### src/rtl/aes_pkg.sv
// ---------------------------------------------------------------------------
// aes_pkg
// Shared definitions for the iterative AES-128 encryption round engine:
//   NR        - number of rounds (AES-128 only)
//   fsm_t     - controller states IDLE / ROUND / DONE
//   byte_msb  - top bit of state byte (row r, column c) in the 128-bit word
//   xtime     - multiply by 2 in GF(2^8) modulo x^8+x^4+x^3+x+1
//   mix_col   - MixColumns applied to one 32-bit column (row 0 in [31:24])
// No ports (package).
// ---------------------------------------------------------------------------
package aes_pkg;

  localparam int NR = 10;

  typedef enum logic [1:0] {
    IDLE  = 2'd0,
    ROUND = 2'd1,
    DONE  = 2'd2
  } fsm_t;

  // Byte i of the state sits at bits [127-8i -: 8], and (r, c) is byte 4c+r.
  function automatic int byte_msb(input int r, input int c);
    return 127 - 8 * (4 * c + r);
  endfunction

  function automatic logic [7:0] xtime(input logic [7:0] b);
    return {b[6:0], 1'b0} ^ (b[7] ? 8'h1b : 8'h00);
  endfunction

  // 3*a is expressed as xtime(a) ^ a.
  function automatic logic [31:0] mix_col(input logic [31:0] col);
    logic [7:0] a0, a1, a2, a3;
    a0 = col[31:24];
    a1 = col[23:16];
    a2 = col[15:8];
    a3 = col[7:0];
    return {xtime(a0) ^ xtime(a1) ^ a1 ^ a2 ^ a3,
            a0 ^ xtime(a1) ^ xtime(a2) ^ a2 ^ a3,
            a0 ^ a1 ^ xtime(a2) ^ xtime(a3) ^ a3,
            xtime(a0) ^ a0 ^ a1 ^ a2 ^ xtime(a3)};
  endfunction

endpackage

### src/rtl/shift_mix.sv
// ---------------------------------------------------------------------------
// shift_mix
// Combinational ShiftRows followed by MixColumns. The final AES round has no
// MixColumns, so bypass_mix returns the ShiftRows result alone.
// Ports:
//   in         [127:0] input   state after SubBytes
//   bypass_mix          input   1 = skip MixColumns (last round)
//   out        [127:0] output  ShiftRows (and optionally MixColumns) result
// ---------------------------------------------------------------------------
module shift_mix
  import aes_pkg::*;
(
  input  logic [127:0] in,
  input  logic         bypass_mix,
  output logic [127:0] out
);

  logic [127:0] shifted;
  logic [127:0] mixed;

  // Row r rotates left by r columns: out(r,c) takes in(r,(c+r) mod 4).
  for (genvar r = 0; r < 4; r++) begin : g_row
    for (genvar c = 0; c < 4; c++) begin : g_col
      assign shifted[byte_msb(r, c) -: 8] = in[byte_msb(r, (c + r) % 4) -: 8];
    end
  end

  // Each column is a contiguous 32-bit slice, column 0 at the top.
  for (genvar c = 0; c < 4; c++) begin : g_mix
    assign mixed[127 - 32 * c -: 32] = mix_col(shifted[127 - 32 * c -: 32]);
  end

  assign out = bypass_mix ? shifted : mixed;

endmodule

### src/rtl/aes_enc_round_ctrl.sv
// ---------------------------------------------------------------------------
// aes_enc_round_ctrl
// Iterative AES-128 encryption engine, one round per clock. Owns the state
// register, feeds it to an external combinational SubBytes stage, and folds
// ShiftRows / MixColumns / AddRoundKey back into the register each cycle.
// Round keys come from an external key store addressed by rk_idx.
// Ports:
//   clk                clock, rising edge
//   rst                synchronous active-high reset
//   in_valid / in_ready  plaintext handshake (accepted only in IDLE)
//   pt        [127:0]  plaintext, FIPS byte 0 = pt[127:120]
//   out_valid / out_ready ciphertext handshake
//   ct        [127:0]  ciphertext, straight from the state register
//   rk_idx    [3:0]    requested round-key index (0..10)
//   rk        [127:0]  round key for rk_idx, same cycle
//   sb_in     [127:0]  state register to SubBytes
//   sb_out    [127:0]  SubBytes result, consumed in the same cycle
// ---------------------------------------------------------------------------
module aes_enc_round_ctrl #(
  parameter int NR = aes_pkg::NR
) (
  input  logic         clk,
  input  logic         rst,
  input  logic         in_valid,
  output logic         in_ready,
  input  logic [127:0] pt,
  output logic         out_valid,
  input  logic         out_ready,
  output logic [127:0] ct,
  output logic [3:0]   rk_idx,
  input  logic [127:0] rk,
  output logic [127:0] sb_in,
  input  logic [127:0] sb_out
);

  import aes_pkg::*;

  // Only the AES-128 schedule is implemented; refuse to elaborate otherwise.
  if (NR != 10) begin : g_bad_nr
    $error("aes_enc_round_ctrl supports only NR = 10");
  end

  localparam logic [3:0] LAST_RND = 4'(NR);

  fsm_t         fsm_q, fsm_d;
  logic [127:0] state_q, state_d;
  logic [3:0]   rnd_q, rnd_d;
  logic [127:0] round_out;

  assign sb_in = state_q;
  assign ct    = state_q;

  // The last round skips MixColumns.
  shift_mix u_shift_mix (
    .in         (sb_out),
    .bypass_mix (rnd_q == LAST_RND),
    .out        (round_out)
  );

  // State, round counter and FSM all clear together on reset, so a reset in
  // the middle of a block leaves nothing behind on ct or out_valid.
  always_ff @(posedge clk) begin
    if (rst) begin
      fsm_q   <= IDLE;
      state_q <= '0;
      rnd_q   <= '0;
    end else begin
      fsm_q   <= fsm_d;
      state_q <= state_d;
      rnd_q   <= rnd_d;
    end
  end

  // Next-state and handshake logic. IDLE does the initial AddRoundKey with
  // key 0, ROUND walks keys 1..10, DONE holds the result until taken. A new
  // plaintext is never accepted in the same cycle DONE is released.
  always_comb begin
    fsm_d     = fsm_q;
    state_d   = state_q;
    rnd_d     = rnd_q;
    in_ready  = 1'b0;
    out_valid = 1'b0;
    rk_idx    = 4'd0;
    case (fsm_q)
      IDLE: begin
        in_ready = 1'b1;
        if (in_valid) begin
          state_d = pt ^ rk;
          rnd_d   = 4'd1;
          fsm_d   = ROUND;
        end
      end
      ROUND: begin
        rk_idx  = rnd_q;
        state_d = round_out ^ rk;
        if (rnd_q >= LAST_RND) begin
          rnd_d = 4'd0;
          fsm_d = DONE;
        end else begin
          rnd_d = rnd_q + 4'd1;
        end
      end
      DONE: begin
        out_valid = 1'b1;
        if (out_ready) begin
          fsm_d = IDLE;
        end
      end
      default: begin
        fsm_d = IDLE;
        rnd_d = 4'd0;
      end
    endcase
  end

endmodule

### config.mk
export PLATFORM = sky130hd
export DESIGN_NAME = aes_enc_round_ctrl
export DESIGN_NICKNAME = d
export VERILOG_FILES = /design/src/rtl/aes_pkg.sv /design/src/rtl/shift_mix.sv /design/src/rtl/aes_enc_round_ctrl.sv
export SDC_FILE = /design/constraint.sdc
export NUM_CORES = 1
export LEC_CHECK = 0
export CORE_AREA = 2 2 254 256
export DETAILED_ROUTE_END_ITERATION = 6
export DIE_AREA = 0 0 256 258
export PLACE_DENSITY_LB_ADDON = 0.25
export SYNTH_ARGS = -nofsm -noshare
export SYNTH_HDL_FRONTEND = slang
export SYNTH_HIERARCHICAL = 1
export SYNTH_SLANG_ARGS = --single-unit
### constraint.sdc
create_clock -name clk -period 6.44 [get_ports clk]
set_input_delay 1.288 -clock clk [delete_from_list [all_inputs] [get_ports clk]]
set_output_delay 1.288 -clock clk [all_outputs]
set_load 0.005 [all_outputs]
After elaboration in Yosys (flattened, before gate mapping)
Cells that the tools add are included.
{ "totals": {"out_inout_bits": 262, "regBits": 134, "input_bits": 388} }
{ "classes": {"n_lt_le_gt_ge": 1, "add_sub_neg": 1, "muxes": 29, "bitwise": 83, "n_eq_ne": 6, "n_reduce_logical": 5} }
{ "op_table": {"columns": ["operator", "n"], "rows": [
  ["$xor 8x8->8", 80],
  ["$mux 128", 2],
  ["$pmux 128 s2", 1],
  ["$xor 128x128->128", 2],
  ["$mux 5", 16],
  ["$mux 4", 3],
  ["$pmux 4 s3", 1],
  ["$mux 2", 3],
  ["$ne 2x2->1 const B", 3],
  ["$pmux 2 s3", 1],
  ["$add 4x1->4 const B", 1],
  ["$eq 4x4->1 const B", 1],
  ["$ge 4x4->1 const B", 1],
  ["$reduce_and 2->1", 2],
  ["$reduce_and 3->1", 1],
  ["$eq 2x1->1 const B", 1],
  ["$eq 2x2->1 const B", 1],
  ["$logic_not 2->1", 1],
  ["$mux 1", 2],
  ["$reduce_bool 2->1", 1],
  ["$not 1->1", 1]
]} }

Logic depth before layout (Yosys ltp)
{ "depth": {"ltp_word": 9, "depth_mapped": 11} }

By module
The synthesis kept the hierarchy.
{ "by_module_without_submodules": {"columns": ["module", "seq_area_each_um2", "area_per_inst_um2", "cells_each", "instances"], "rows": [
  ["aes_enc_round_ctrl", 2682.6, 7737.4, 729, 1],
  ["shift_mix", 0.0, 5402.7, 743, 1]
]} }

Worst setup path after synthesis
OpenSTA, ideal clock, no wires.
{ "synth_timing": {"kind": "in2reg", "from": "in sb_out[23]", "to": "reg state_q[52] (netlist: ct[52])", "path_slack_ps": 3728, "path_stages": 8, "path_buffers": 1, "required_ps": 6323, "arrival_ps": 2595, "path_cell_list": "buf_4 xor2_2 xnor2_1 xor3_1 o21ai_1 mux2i_1 xnor2_1 a22o_1"} }
{ "synth_via": {"elab_chain_cells": 9} }
{ "synth_rtl": {"columns": ["element", "line", "text"], "rows": [
  ["start: declaration", "aes_enc_round_ctrl.sv:33", "input logic [127:0] sb_out"],
  ["$mux 5", "aes_pkg.sv:27", "return {b[6:0], 1'b0} ^ (b[7] ? 8'h1b : 8'h00);"],
  ["$xor 8x8->8", "aes_pkg.sv:27", null],
  ["$xor 8x8->8 (4 in a row)", "aes_pkg.sv:38", "a0 ^ xtime(a1) ^ xtime(a2) ^ a2 ^ a3,"],
  ["$mux 128", "shift_mix.sv:33", "assign out = bypass_mix ? shifted : mixed;"],
  ["named net round_out[52]", "aes_enc_round_ctrl.sv:48", "logic [127:0] round_out;"],
  ["$xor 128x128->128", "aes_enc_round_ctrl.sv:95", "state_d = round_out ^ rk;"],
  ["$pmux 128 s2", "aes_enc_round_ctrl.sv:84", "case (fsm_q)"],
  ["end signal: assignment", "aes_enc_round_ctrl.sv:69", "state_q <= state_d;"],
  ["end: declaration", "aes_enc_round_ctrl.sv:46", "logic [127:0] state_q, state_d;"]
]} }
The timed path passes the listed nets, and every way through them passes these cells.
A chain may end at the register's enable or synchronous reset.

Final worst setup path
{ "layout_timing": {"from": "reg fsm_q[0]", "to": "out rk_idx[3]"} }
{ "layout_via": {"elab_chain_cells": 2} }
{ "layout_rtl": {"columns": ["element", "line", "text"], "rows": [
  ["start: declaration", "aes_enc_round_ctrl.sv:45", "fsm_t fsm_q, fsm_d;"],
  ["start signal: assignment", "aes_enc_round_ctrl.sv:68", "fsm_q <= fsm_d;"],
  ["$eq 2x1->1", "aes_enc_round_ctrl.sv:84", null],
  ["$mux 4", "aes_enc_round_ctrl.sv:84", null],
  ["end: declaration", "aes_enc_round_ctrl.sv:30", "output logic [3:0] rk_idx,"]
]} }
No other way between the ends.

==> results.md <==
* GRT Resource Usage Total at 0.153
* Via count of the first global-routing pass at 11500
* Worst Path Max Fanout at 44
* Sum of routed wire length over all layers at 52000 um
* Cells resized by post-CTS repair at 0
* Start point of the worst hold path: ct[2]$_SDFFE_PP0P_
* Xor/xnor cell area share of the yosys netlist at 0.389
* Die width at 256 um
* Cell area power density at 206 mW/mm^2
* End of the worst register-to-register path: ct[56]$_SDFFE_PP0P_
* Routed via count at 11500
* Hold violation count in the final report at 0
* Period utilization at 0.623
* Tightest Pin Transition at 1.14 ns
* Synth Area in Simple Gates at 0.0464
* Post-detailed-route wirelength per cell at 18.7 um
* Hpwl dp at 41500 um
* Power share of the combinational group at 0.482
* Maximum frequency from static timing analysis at 0.249 GHz
* Predominant post-synthesis flop cell: sky130_fd_sc_hd__dfxtp_1
* Syn_area_per_cell at 8.93 sq um
* Number of setup buffers added after CTS at 0
* Bufs on Longest Clock Path at 2
* Number of buffers inserted during clock tree synthesis at 17
* Clock transition at the register clock pins on the worst setup and hold paths after CTS at 0.06 ns
* Worst-path cell chain: nor2b_4 > buf_4 > and2_1 > clkdlybuf4s50_1
* Fin. max-slew vios at 0
* Worst EP required at 5.15 ns
* Area fraction in compound gates after synthesis at 0.137
* Slack of the worst reg-to-reg path at 3.53 ns
* Leading area contributor after synthesis: sky130_fd_sc_hd__xnor2_1
* Proportion of synthesized area in mux cells at 0.101
* TritonCTS clock tree: done
* Number of cells on the worst reg-to-reg path at 7
* Post-DR vias/cell at 4.11
* Initial antenna violation count at 2
* Most numerous cell in the Yosys netlist: sky130_fd_sc_hd__xnor2_1
* Post-layout net count at 2307
* Slew Limit Headroom at 0.243
* Slowest cell on the critical path: sky130_fd_sc_hd__buf_4
* H-tree depth reported by CTS at 4
* Fin Clk Skew at 0.0169 ns
* Count of buffers from port buffering at 649
* Number of cells on the worst hold path at 1
* Switch share at 0.338
* Effective utilization at floorplan at 0.206
* Distinct cells, synth at 35
* Most frequent cells after synthesis: sky130_fd_sc_hd__xnor2_1 (464), sky130_fd_sc_hd__buf_4 (145), sky130_fd_sc_hd__dfxtp_1 (134)
* IR Drop Worst-Case VDD at 0.000185 V
* Net Switching at 1380 uW
* Final Critical Period at 4.01 ns
* First-pass GRT wire length at 76100 um
* Number of nets still failing antenna checks after routing at 0
* Final-layout fill cell count at 6629
* Layout cell share with drive strength beyond 1 at 0.0363
* Fraction of synthesized cell area taken by the top area cell type at 0.309
* Grt total ovfl at 0
* Yosys reg bits at 134
* Worst R2R Start: rnd_q[1]$_SDFFE_PP0P_
* Area contributors post-synth: sky130_fd_sc_hd__xnor2_1 (31%), sky130_fd_sc_hd__dfxtp_1 (20%), sky130_fd_sc_hd__mux2i_1 (9.8%)
* Number of top-level pins at 650
* Number of hold buffers added after CTS at 0
* Post-synthesis cell count at 1472
* Number of buffer and inverter stages on the critical path at 2
* Area Overhead vs Synth at 50.9%
* Die Footprint at 0.0660 sq mm
* Number of synthesized flops with an enable pin at 0
* Post-synth ARST share at 0
* Clock latency at the later pin of the worst-skew pair at 0.49 ns
* Status: finished clean
* Drt first-iter violations at 664
* Adder-Cell Fraction of Synth Area at 0.00190
* Number of search-and-repair iterations in the first detailed-routing pass at 5
* Crit path largest cell delay at 0.62 ns
* Total power of the final layout at 4080 uW
* Dominant combinational cell family by area after synthesis: XOR/XNOR gates
* Top delay family on crit path: buffers and inverters
* Cell internal pwr at 2700 uW
* Worst setup SP type: register
* Endpoint class of the critical path: output port
* TNS Setup at 0 ns
* Clock network fraction of design power at 0.261
* Die height at 258 um
* Share of synthesized area occupied by flip-flops and latches at 0.204
* Post-Synthesis Net Count at 1862
* Part of the total power dissipated in sequential elements at 0.257
* Maximum number of pins on one net before global-route repair at 253
* Critical Setup Path Class: reg2out
* Leak pwr at 0.00664 uW
* Worst Path Arrival at 2.73 ns
* Count of final setup violators at 0
* Number of standard-cell rows in the floorplan at 93
* Worst hold endpoint: ct[2]$_SDFFE_PP0P_
* Core box area at 0.0636 sq mm
* Clock root buffer: sky130_fd_sc_hd__clkbuf_16
* DRC viols at 0
* Warnings, synthesis at 6
* Maximum capacitance violations at 0
* RSZ-0062 raised after global routing: no
* Hold WC Path Type: reg2reg
* Clock sink total at 134
* Netlist area before placement at 0.0131 sq mm
* Weighted congestion reported at the end of routability-driven placement at 0.818
power groups by stage:
stage,Combinational [uW],Sequential (uW),Clock (uW)
5_1_grt,2120,1060,1140
2_1_floorplan,1180,1040,0
3_5_place_dp,1990,1070,0
4_1_cts,2000,1050,1110
6_report,1970,1050,1070
3_3_place_gp,1980,1060,0
cell usage in the layout, fill, tap and decap left out, types with 2 or more instances in the layout:
cell,synthesis,layout
sky130_fd_sc_hd__a21oi_1,3,3
sky130_fd_sc_hd__a22o_1,128,128
sky130_fd_sc_hd__and2_1,3,3
sky130_fd_sc_hd__buf_12,8,2
sky130_fd_sc_hd__buf_4,145,5
sky130_fd_sc_hd__bufinv_16,0,3
sky130_fd_sc_hd__clkbuf_1,54,2
sky130_fd_sc_hd__clkbuf_16,0,17
sky130_fd_sc_hd__clkdlybuf4s50_1,0,649
sky130_fd_sc_hd__clkinv_2,0,3
sky130_fd_sc_hd__clkinv_4,0,3
sky130_fd_sc_hd__clkinvlp_4,0,3
sky130_fd_sc_hd__dfxtp_1,134,134
sky130_fd_sc_hd__ha_1,2,2
sky130_fd_sc_hd__inv_1,2,2
sky130_fd_sc_hd__mux2_2,4,4
sky130_fd_sc_hd__mux2i_1,128,128
sky130_fd_sc_hd__nand2_1,128,128
sky130_fd_sc_hd__nand4b_1,2,2
sky130_fd_sc_hd__nor2_1,8,7
sky130_fd_sc_hd__nor2b_1,3,2
sky130_fd_sc_hd__o21ai_0,112,112
sky130_fd_sc_hd__o21ai_1,13,13
sky130_fd_sc_hd__o31ai_1,2,2
sky130_fd_sc_hd__xnor2_1,464,464
sky130_fd_sc_hd__xnor2_2,4,4
sky130_fd_sc_hd__xor2_1,72,72
sky130_fd_sc_hd__xor2_2,20,20
area by class of cell:
type                            count  area (sq um)  share of cell area
Antenna cell                        1          2.50            0.000126
Clock buffer                       20           447              0.0225
Clock inverter                     12           154             0.00776
Inverter                            2          7.51            0.000379
Multi-Input combinational cell   1106          8890               0.449
Sequential cell                   134          2680               0.135
Tap cell                          855          1070              0.0539
Timing Repair Buffer              656          6570               0.331
through the flow:
step | cell area [sq um] | hold slack, ns | setup slack [ns] | cells | util
after global routing | 19800 | 0.530 | 2.19 | 2785 | 0.312
after global placement | 19200 | 0.483 | 2.55 | 2753 | 0.302
final | 19800 | 0.502 | 2.43 | 2786 | 0.312
after floorplan | 13100 | 0.470 | 3.73 | 1472 | -
after CTS | 19800 | 0.508 | 2.28 | 2785 | 0.312
after detailed placement | 19200 | 0.492 | 2.51 | 2753 | 0.302
sequential cells by signal (all words and copies together) (netlist names):
name,flops
fsm_q,2
rnd_q,4
ct,128
logic make-up after synthesis:
kind of cell,Yosys count
buffers and inverters,232
adders and majority gates,2
AOI/OAI and AO/OA,261
muxes,132
and+or+nand+nor,150
DFF,134
xor gates and xnor gates,561
metal layers:
| metal | vias up | part of all wire | wire (um) | track usage |
|---|---|---|---|---|
| li1 | 5641 | - | - | - |
| met1 | 5367 | 0.43 | 22200 | 0.189 |
| met2 | 415 | 0.50 | 25900 | 0.263 |
| met3 | 31 | 0.064 | 3330 | 0.0390 |
| met4 | 0 | 0.012 | 636 | 0.0383 |
| met5 | - | 0 | 0 | 0 |
worst max-delay path by stage:
| stage | depth (start not counted) | slack, ns | endpoint | from |
|---|---|---|---|---|
| after CTS | 4 | 2.28 | rk_idx[3] | fsm_q[0]$_SDFFE_PP0P_ |
| final | 4 | 2.43 | rk_idx[3] | fsm_q[0]$_SDFFE_PP0P_ |
| after global placement | 6 | 2.55 | ct[46]$_SDFFE_PP0P_ | in_valid |
| after global routing | 4 | 2.19 | rk_idx[3] | fsm_q[0]$_SDFFE_PP0P_ |
| after detailed placement | 6 | 2.51 | ct[31]$_SDFFE_PP0P_ | in_valid |
| after floorplan | 8 | 3.73 | ct[52]$_SDFFE_PP0P_ | sb_out[23] |
(Power assumes the default switching activity.)
